[config.mk]
export PLATFORM = sky130hd
export DESIGN_NAME = apb_master_bridge
export DESIGN_NICKNAME = d
export VERILOG_FILES = /design/src/rtl/apb_master_bridge.sv
export SDC_FILE = /design/constraint.sdc
export NUM_CORES = 1
export LEC_CHECK = 0
export BUFFER_PORTS_ARGS = -buffer_cell sky130_fd_sc_hd__clkbuf_2
export CAP_MARGIN = 20
export CELL_PAD_IN_SITES_DETAIL_PLACEMENT = 1
export CELL_PAD_IN_SITES_GLOBAL_PLACEMENT = 2
export CORE_MARGIN = 5
export CORE_UTILIZATION = 31
export CTS_BUF_LIST = sky130_fd_sc_hd__clkbuf_8
export DETAILED_ROUTE_END_ITERATION = 8
export HOLD_SLACK_MARGIN = 0.12
export PLACE_DENSITY = 0.95
export SLEW_MARGIN = 20
export SYNTH_ARGS = -nofsm -noshare
export SYNTH_HDL_FRONTEND = slang
export SYNTH_SLANG_ARGS = --single-unit
[constraint.sdc]
create_clock -name PCLK -period 6.3 [get_ports PCLK]
set_clock_uncertainty 0.1 [all_clocks]
set_input_delay 1.26 -clock PCLK [delete_from_list [all_inputs] [get_ports PCLK]]
set_output_delay 1.26 -clock PCLK [all_outputs]
set_load 0.01 [all_outputs]
[src/rtl/apb_master_bridge.sv]
// APB3 initiator: turns single-beat valid/ready commands into SETUP/ACCESS
// transfers, with wait-state handling, optional timeout, and a one-cycle response.
module apb_master_bridge #(
  parameter int ADDR_W  = 32,
  parameter int DATA_W  = 32,
  parameter int TIMEOUT = 16
) (
  input  logic              PCLK,
  input  logic              PRESET,
  input  logic              cmd_valid,
  output logic              cmd_ready,
  input  logic              cmd_write,
  input  logic [ADDR_W-1:0] cmd_addr,
  input  logic [DATA_W-1:0] cmd_wdata,
  output logic              rsp_valid,
  output logic [DATA_W-1:0] rsp_rdata,
  output logic              rsp_err,
  output logic              rsp_timeout,
  output logic [ADDR_W-1:0] PADDR,
  output logic              PSEL,
  output logic              PENABLE,
  output logic              PWRITE,
  output logic [DATA_W-1:0] PWDATA,
  input  logic              PREADY,
  input  logic              PSLVERR,
  input  logic [DATA_W-1:0] PRDATA
);

  localparam int CW = (TIMEOUT > 0) ? $clog2(TIMEOUT + 1) : 1;
  // Counter value seen during the last permitted ACCESS cycle.
  localparam logic [CW-1:0] TO_LAST = (TIMEOUT > 0) ? CW'(TIMEOUT - 1) : '0;

  typedef enum logic [1:0] {
    ST_IDLE   = 2'd0,
    ST_SETUP  = 2'd1,
    ST_ACCESS = 2'd2
  } state_t;

  state_t            state_r, state_n;
  logic [CW-1:0]     cnt_r, cnt_n;
  logic              cmd_ready_r, cmd_ready_n;
  logic              psel_r, psel_n;
  logic              penable_r, penable_n;
  logic              pwrite_r, pwrite_n;
  logic [ADDR_W-1:0] paddr_r, paddr_n;
  logic [DATA_W-1:0] pwdata_r, pwdata_n;
  logic              rsp_valid_r, rsp_valid_n;
  logic [DATA_W-1:0] rsp_rdata_r, rsp_rdata_n;
  logic              rsp_err_r, rsp_err_n;
  logic              rsp_timeout_r, rsp_timeout_n;
  logic              timeout_hit_s;

  // Next-state and next-output decode.
  always_comb begin
    state_n       = state_r;
    cnt_n         = cnt_r;
    cmd_ready_n   = 1'b0;
    psel_n        = 1'b0;
    penable_n     = 1'b0;
    pwrite_n      = pwrite_r;
    paddr_n       = paddr_r;
    pwdata_n      = pwdata_r;
    rsp_valid_n   = 1'b0;
    rsp_rdata_n   = '0;
    rsp_err_n     = 1'b0;
    rsp_timeout_n = 1'b0;
    timeout_hit_s = (TIMEOUT > 0) && (cnt_r == TO_LAST);

    case (state_r)
      ST_IDLE: begin
        // cmd_ready is low in the response cycle, which spaces acceptances 4 apart.
        if (cmd_valid && cmd_ready_r) begin
          state_n  = ST_SETUP;
          psel_n   = 1'b1;
          pwrite_n = cmd_write;
          paddr_n  = cmd_addr;
          pwdata_n = cmd_wdata;
        end else begin
          cmd_ready_n = 1'b1;
        end
      end
      ST_SETUP: begin
        state_n   = ST_ACCESS;
        psel_n    = 1'b1;
        penable_n = 1'b1;
        cnt_n     = '0;
      end
      ST_ACCESS: begin
        // PSLVERR alone counts as completion; completion beats timeout.
        if (PREADY || PSLVERR) begin
          state_n     = ST_IDLE;
          rsp_valid_n = 1'b1;
          rsp_err_n   = PSLVERR;
          if (!PSLVERR && !pwrite_r) begin
            rsp_rdata_n = PRDATA;
          end else begin
            rsp_rdata_n = '0;
          end
        end else if (timeout_hit_s) begin
          state_n       = ST_IDLE;
          rsp_valid_n   = 1'b1;
          rsp_err_n     = 1'b1;
          rsp_timeout_n = 1'b1;
        end else begin
          psel_n    = 1'b1;
          penable_n = 1'b1;
          cnt_n     = cnt_r + CW'(1);
        end
      end
      default: begin
        state_n     = ST_IDLE;
        cmd_ready_n = 1'b1;
      end
    endcase
  end

  // State, counter and registered outputs.
  always_ff @(posedge PCLK or posedge PRESET) begin
    if (PRESET) begin
      state_r       <= ST_IDLE;
      cnt_r         <= '0;
      cmd_ready_r   <= 1'b1;
      psel_r        <= 1'b0;
      penable_r     <= 1'b0;
      pwrite_r      <= 1'b0;
      paddr_r       <= '0;
      pwdata_r      <= '0;
      rsp_valid_r   <= 1'b0;
      rsp_rdata_r   <= '0;
      rsp_err_r     <= 1'b0;
      rsp_timeout_r <= 1'b0;
    end else begin
      state_r       <= state_n;
      cnt_r         <= cnt_n;
      cmd_ready_r   <= cmd_ready_n;
      psel_r        <= psel_n;
      penable_r     <= penable_n;
      pwrite_r      <= pwrite_n;
      paddr_r       <= paddr_n;
      pwdata_r      <= pwdata_n;
      rsp_valid_r   <= rsp_valid_n;
      rsp_rdata_r   <= rsp_rdata_n;
      rsp_err_r     <= rsp_err_n;
      rsp_timeout_r <= rsp_timeout_n;
    end
  end

  assign cmd_ready   = cmd_ready_r;
  assign PSEL        = psel_r;
  assign PENABLE     = penable_r;
  assign PWRITE      = pwrite_r;
  assign PADDR       = paddr_r;
  assign PWDATA      = pwdata_r;
  assign rsp_valid   = rsp_valid_r;
  assign rsp_rdata   = rsp_rdata_r;
  assign rsp_err     = rsp_err_r;
  assign rsp_timeout = rsp_timeout_r;

endmodule

; Yosys cells after proc, flatten, opt, wreduce, memory -nomap -nowiden
; Cells that the tools add are included.
[word_totals]
inputBits = 102
wordCells = 55
ff_bits = 110
out_inout_bits = 103
[classes]
n_eq_ne = 7
muxes = 24
addsub = 1
reduce_logical = 11
[ops]
columns = op, n
row1 = $mux W32, 3
row2 = $mux W1, 11
row3 = $mux W5, 2
row4 = $pmux W5 S2, 1
row5 = $mux W2, 3
row6 = $ne A2 B2 Y1 const B, 3
row7 = $pmux W2 S3, 1
row8 = $add A5 B1 Y5 const B, 1
row9 = $eq A5 B4 Y1 const B, 1
row10 = $pmux W1 S2, 2
row11 = $reduce_and A2 Y1, 2
row12 = $ne A3 B3 Y1 const B, 1
row13 = $pmux W1 S3, 1
row14 = $reduce_and A3 Y1, 1
row15 = $eq A2 B1 Y1 const B, 1
row16 = $eq A2 B2 Y1 const B, 1
row17 = $logic_and A1 B1 Y1, 2
row18 = $logic_not A1 Y1, 2
row19 = $logic_not A2 Y1, 1
row20 = $reduce_bool A2 Y1, 1
row21 = $reduce_or A2 Y1, 1
row22 = $logic_or A1 B1 Y1, 1

; Longest topological paths before layout
[depth]
word_depth = 5
depth_mapped = 6
ltp_nobuf = 6

; Worst setup path after synthesis
; Ideal clock, no wire load.
[synth_path]
path_type = input-to-reg
startpoint = in PSLVERR
endpoint = reg cnt_r[3]
stages = 3
t_required_ps = 6104
t_arrival_ps = 2157
path_slack_ps = 3947
path_buffers = 0
setup_ps = 96
path_cell_list = nor4b_4 mux2i_1 nor4_2
[synth_between]
elab_chain_cells = 3
[synth_rtl]
columns = element, line
row1 = start: declaration, 25  ; input logic PSLVERR,
row2 = $logic_or A1 B1 Y1, 90  ; if (PREADY || PSLVERR) begin
row3 = $ne A2 B2 Y1 (no source line), -
row4 = $reduce_and A3 Y1 (no source line), -
row5 = end signal: assignment, 134  ; cnt_r <= cnt_n;
row6 = end: declaration, 40  ; logic [CW-1:0] cnt_r, cnt_n;
; Every way passes these cells.
; A chain may end at the register's enable or synchronous reset.

; Worst setup path after layout
[layout_path]
startpoint = in cmd_valid
endpoint = reg pwdata_r[7], in the netlist PWDATA[7]
[layout_between]
elab_chain_cells = 2
[layout_rtl]
columns = element, line
row1 = start: declaration, 10  ; input logic cmd_valid,
row2 = $logic_and A1 B1 Y1, 72  ; if (cmd_valid && cmd_ready_r) begin
row3 = $reduce_and A2 Y1 (no source line), -
row4 = end signal: assignment, 140  ; pwdata_r <= pwdata_n;
row5 = end: declaration, 46  ; logic [DATA_W-1:0] pwdata_r, pwdata_n;
; Every way passes these cells.

==> run_results.csv <==
group,metric,value,unit
clocking,cts_tree,"yes",
routing,drt_pre_antenna_iters,4,
die,design.die.area,0.0155,mm2
clocking,cts_inserted_buffers,9,
final_layout,drive_gt1_frac,0.624,
global_route,grtUsageTotal,0.137,
logic_synthesis,postSynthRegisterBits,110,
logic_synthesis,syn-instance-count,262,
logic_synthesis,synth.net_count,371,
clocking,postCtsResizedCells,0,
sta,timing.final.max_slew_violations,0,
setup_path,worstSetupStartpointType,"input pin",
placed_design,numPortBuffers,204,
job,maxCapViolCount,0,
sta,maxSlewHeadroom,0.379,
power,worst_ir_drop_vdd,0.000143,V
status,outcome,"complete, no violations",
final_layout,fillers,1386,
power,power_frac_seq,0.449,
clocking,postCtsSetupBuffers,0,
sta,final_critical_path_setup_slack,3.80,ns
die,placement_rows,41,
sta,hold_ws,0.412,ns
clocking,clk_path_buf_depth,2,
sta,hold_viol_final,0,
logic_synthesis,synth-seq-area-share,0.676,
die,die_y,125,um
clocking,cts-hold-fix-buffers,0,
placed_design,placement.setup.worst_slack,3.36,ns
setup_path,cp.arrival,2.65,ns
final_layout,fin_nets,577,
setup_path,crit_fanout,66,
routing,drt-wirelength-per-cell,16.0,um
clocking,clk-insertion-delay-late,0.37,ns
sta,period_share,0.397,
clocking,cts_max_level,3,
clocking,clkSlewWorstSetupHoldPaths,0.10,ns
power,pwr_density_cell,435,mW/mm2
global_route,grt_pass1_vias,3230,
die,start_util,0.319,
global_route,global_route.overflow_total,0,
die,top_level_ports,205,
logic_synthesis,post_synth_instance_area,0.00408,mm2
sta,grt_setup_unrepaired,"false",
routing,route.final.wire_length,10.3,mm
power,comb_power_share,0.341,
routing,detail_route.iter0.violations,66,
global_route,grt_pass1_wl,17.0,mm
sta,finalSetupTns,0,ns
power,switching_share,0.314,
routing,via_count,2812,
routing,dr_vias_cell,4.36,
logic_synthesis,yosys.cell_types.count,25,
setup_path,worst-endpoint-required,6.45,ns
logic_synthesis,synth_warnings,0,
placed_design,dp.final_hpwl,8.05,mm
worst_hold_path,hold_crit_path_type,"flop to flop",
setup_path,worst_r2r_path_depth,4,
logic_synthesis,avgSynthCellArea,15.6,um2
clocking,clock_sinks,110,
power,power.leakage,2.91,nW
sta,timing.fmax,400,MHz
global_route,initial_antenna_violation_count,0,
power,p_switching,0.000757,W
setup_path,endpoint_kind,"flop",
final_layout,diodes,0,
setup_path,setup.worst_path.class,"input pin to flop",
final_layout,syn_to_final_growth,35.9,%
global_route,grt_max_degree,67,
power,cell_internal_pwr,0.00165,W
die,fp.dieW,125,um
routing,detail_route.drc_violations,0,
sta,finalWorstPathRequiredPeriod,2.50,ns
placed_design,gpl.final_weighted_congestion,0.784,
sta,worst_slew_pin_slew,0.931,ns
sta,report.final.setup_viol,0,
power,clock_power_share,0.210,
worst_hold_path,hold_depth,1,
die,design.core.area,0.0128,mm2
clocking,root_driver,"sky130_fd_sc_hd__clkbuf_8",
routing,route.antenna.remaining_nets,0,
## synthesized netlist by cell type (all sizes together)
master	number	area [um2]
dfrtp	109	2730
mux2	66	743
and2	32	200
ha	7	87.6
nand2	7	26.3
buf	5	25.0
clkbuf	5	18.8
inv	4	15.0
mux2i	4	40.0
a21oi	3	15.0
o21ai	3	15.0
nor2	2	7.51
nor2b	2	12.5
o21a	2	15.0
a21o	1	7.51
and3	1	6.26
and3b	1	10.0
and4bb	1	12.5
dfstp	1	26.3
nand3	1	5.00
nand4	1	6.26
nor4	1	12.5
nor4b	1	23.8
o31a	1	10.0
or2b	1	7.51
## stage by stage
step | cells | total power, W | util | cell area (um2)
after global routing | 645 | 0.00257 | 0.434 | 5540
after global placement | 629 | 0.00190 | 0.414 | 5290
after CTS | 645 | 0.00246 | 0.434 | 5540
final | 645 | 0.00241 | 0.434 | 5540
after detailed placement | 629 | 0.00194 | 0.414 | 5290
after floorplan | 262 | 0.00155 | - | 4080
## cell families (layout without fill, tap and decap cells)
group                    Yosys count  after routing  synth area share
buffers and inverters             14            225            0.0144
multiplexers                      70             70             0.192
AND/OR/NAND/NOR                   51             51            0.0810
AO/OA/AOI/OAI                     10             10            0.0153
flip-flops                       110            110             0.676
adder cells (fa/ha/maj)            7              7            0.0215
## sequential cells by signal, summed over array words and instances, names as in the netlist
signal and count:
PADDR 32, rsp_valid 1, PWDATA 32, state_r 2, cnt_r 5, rsp_timeout 1
PWRITE 1, PSEL 1, PENABLE 1, rsp_err 1, rsp_rdata 32, cmd_ready 1
## layout make-up
type / instances / area (um2) / share of cell area
clock buffers: 10 / 138 / 0.0249
clock inverters: 6 / 109 / 0.0197
multi-input cells: 138 / 1280 / 0.230
flip-flops and latches: 110 / 2750 / 0.497
inverters: 4 / 17.5 / 0.00316
repair buffers: 205 / 1030 / 0.186
well taps: 172 / 215 / 0.0389
## placed cells by master (no fill, tap or decap), drive strengths merged
cell    count
a21o        1
a21oi       3
and2       32
and3        1
and3b       1
and4bb      1
buf         1
bufinv      3
clkbuf    214
clkinv      3
dfrtp     109
dfstp       1
ha          7
inv         4
mux2       66
mux2i       4
nand2       7
nand3       1
nand4       1
nor2        2
nor2b       2
nor4        1
nor4b       1
o21a        2
o21ai       3
o31a        1
or2b        1
## power by group through the flow
stage	Sequential (W)	Clock, W	Combinational, W
final	0.00108	0.000505	0.000821
after CTS	0.00109	0.000526	0.000844
after global routing	0.00111	0.000552	0.000900
after global placement	0.00108	0	0.000811
after floorplan	0.00119	0	0.000364
after detailed placement	0.00110	0	0.000842
## final timing paths
kind                               to       start  slack (ns)
hold reg to reg             PADDR[29]   PADDR[29]        0.41
min in group asynchronous  PWDATA[29]      PRESET        0.84
max in group asynchronous    cnt_r[3]      PRESET        4.05
setup reg to reg            PWDATA[7]  state_r[0]        3.94
hold / removal              PADDR[29]   PADDR[29]        0.41
setup / recovery            PWDATA[7]   cmd_valid        3.80
## metal layers
metal / up-vias / track usage / share of wire
met1: 1351 / 0.156 / 0.40
met3: 11 / 0.0643 / 0.11
met5: - / 0 / 0
li1: 1293 / - / -
met4: 0 / 0.0503 / 0.017
met2: 157 / 0.223 / 0.47
## worst max-delay path, stage by stage
cell	delay [ns]
sky130_fd_sc_hd__clkbuf_2	0.11
sky130_fd_sc_hd__nand3_4	0.67
sky130_fd_sc_hd__mux2_2	0.57
Power figures use the tool's default switching activity.
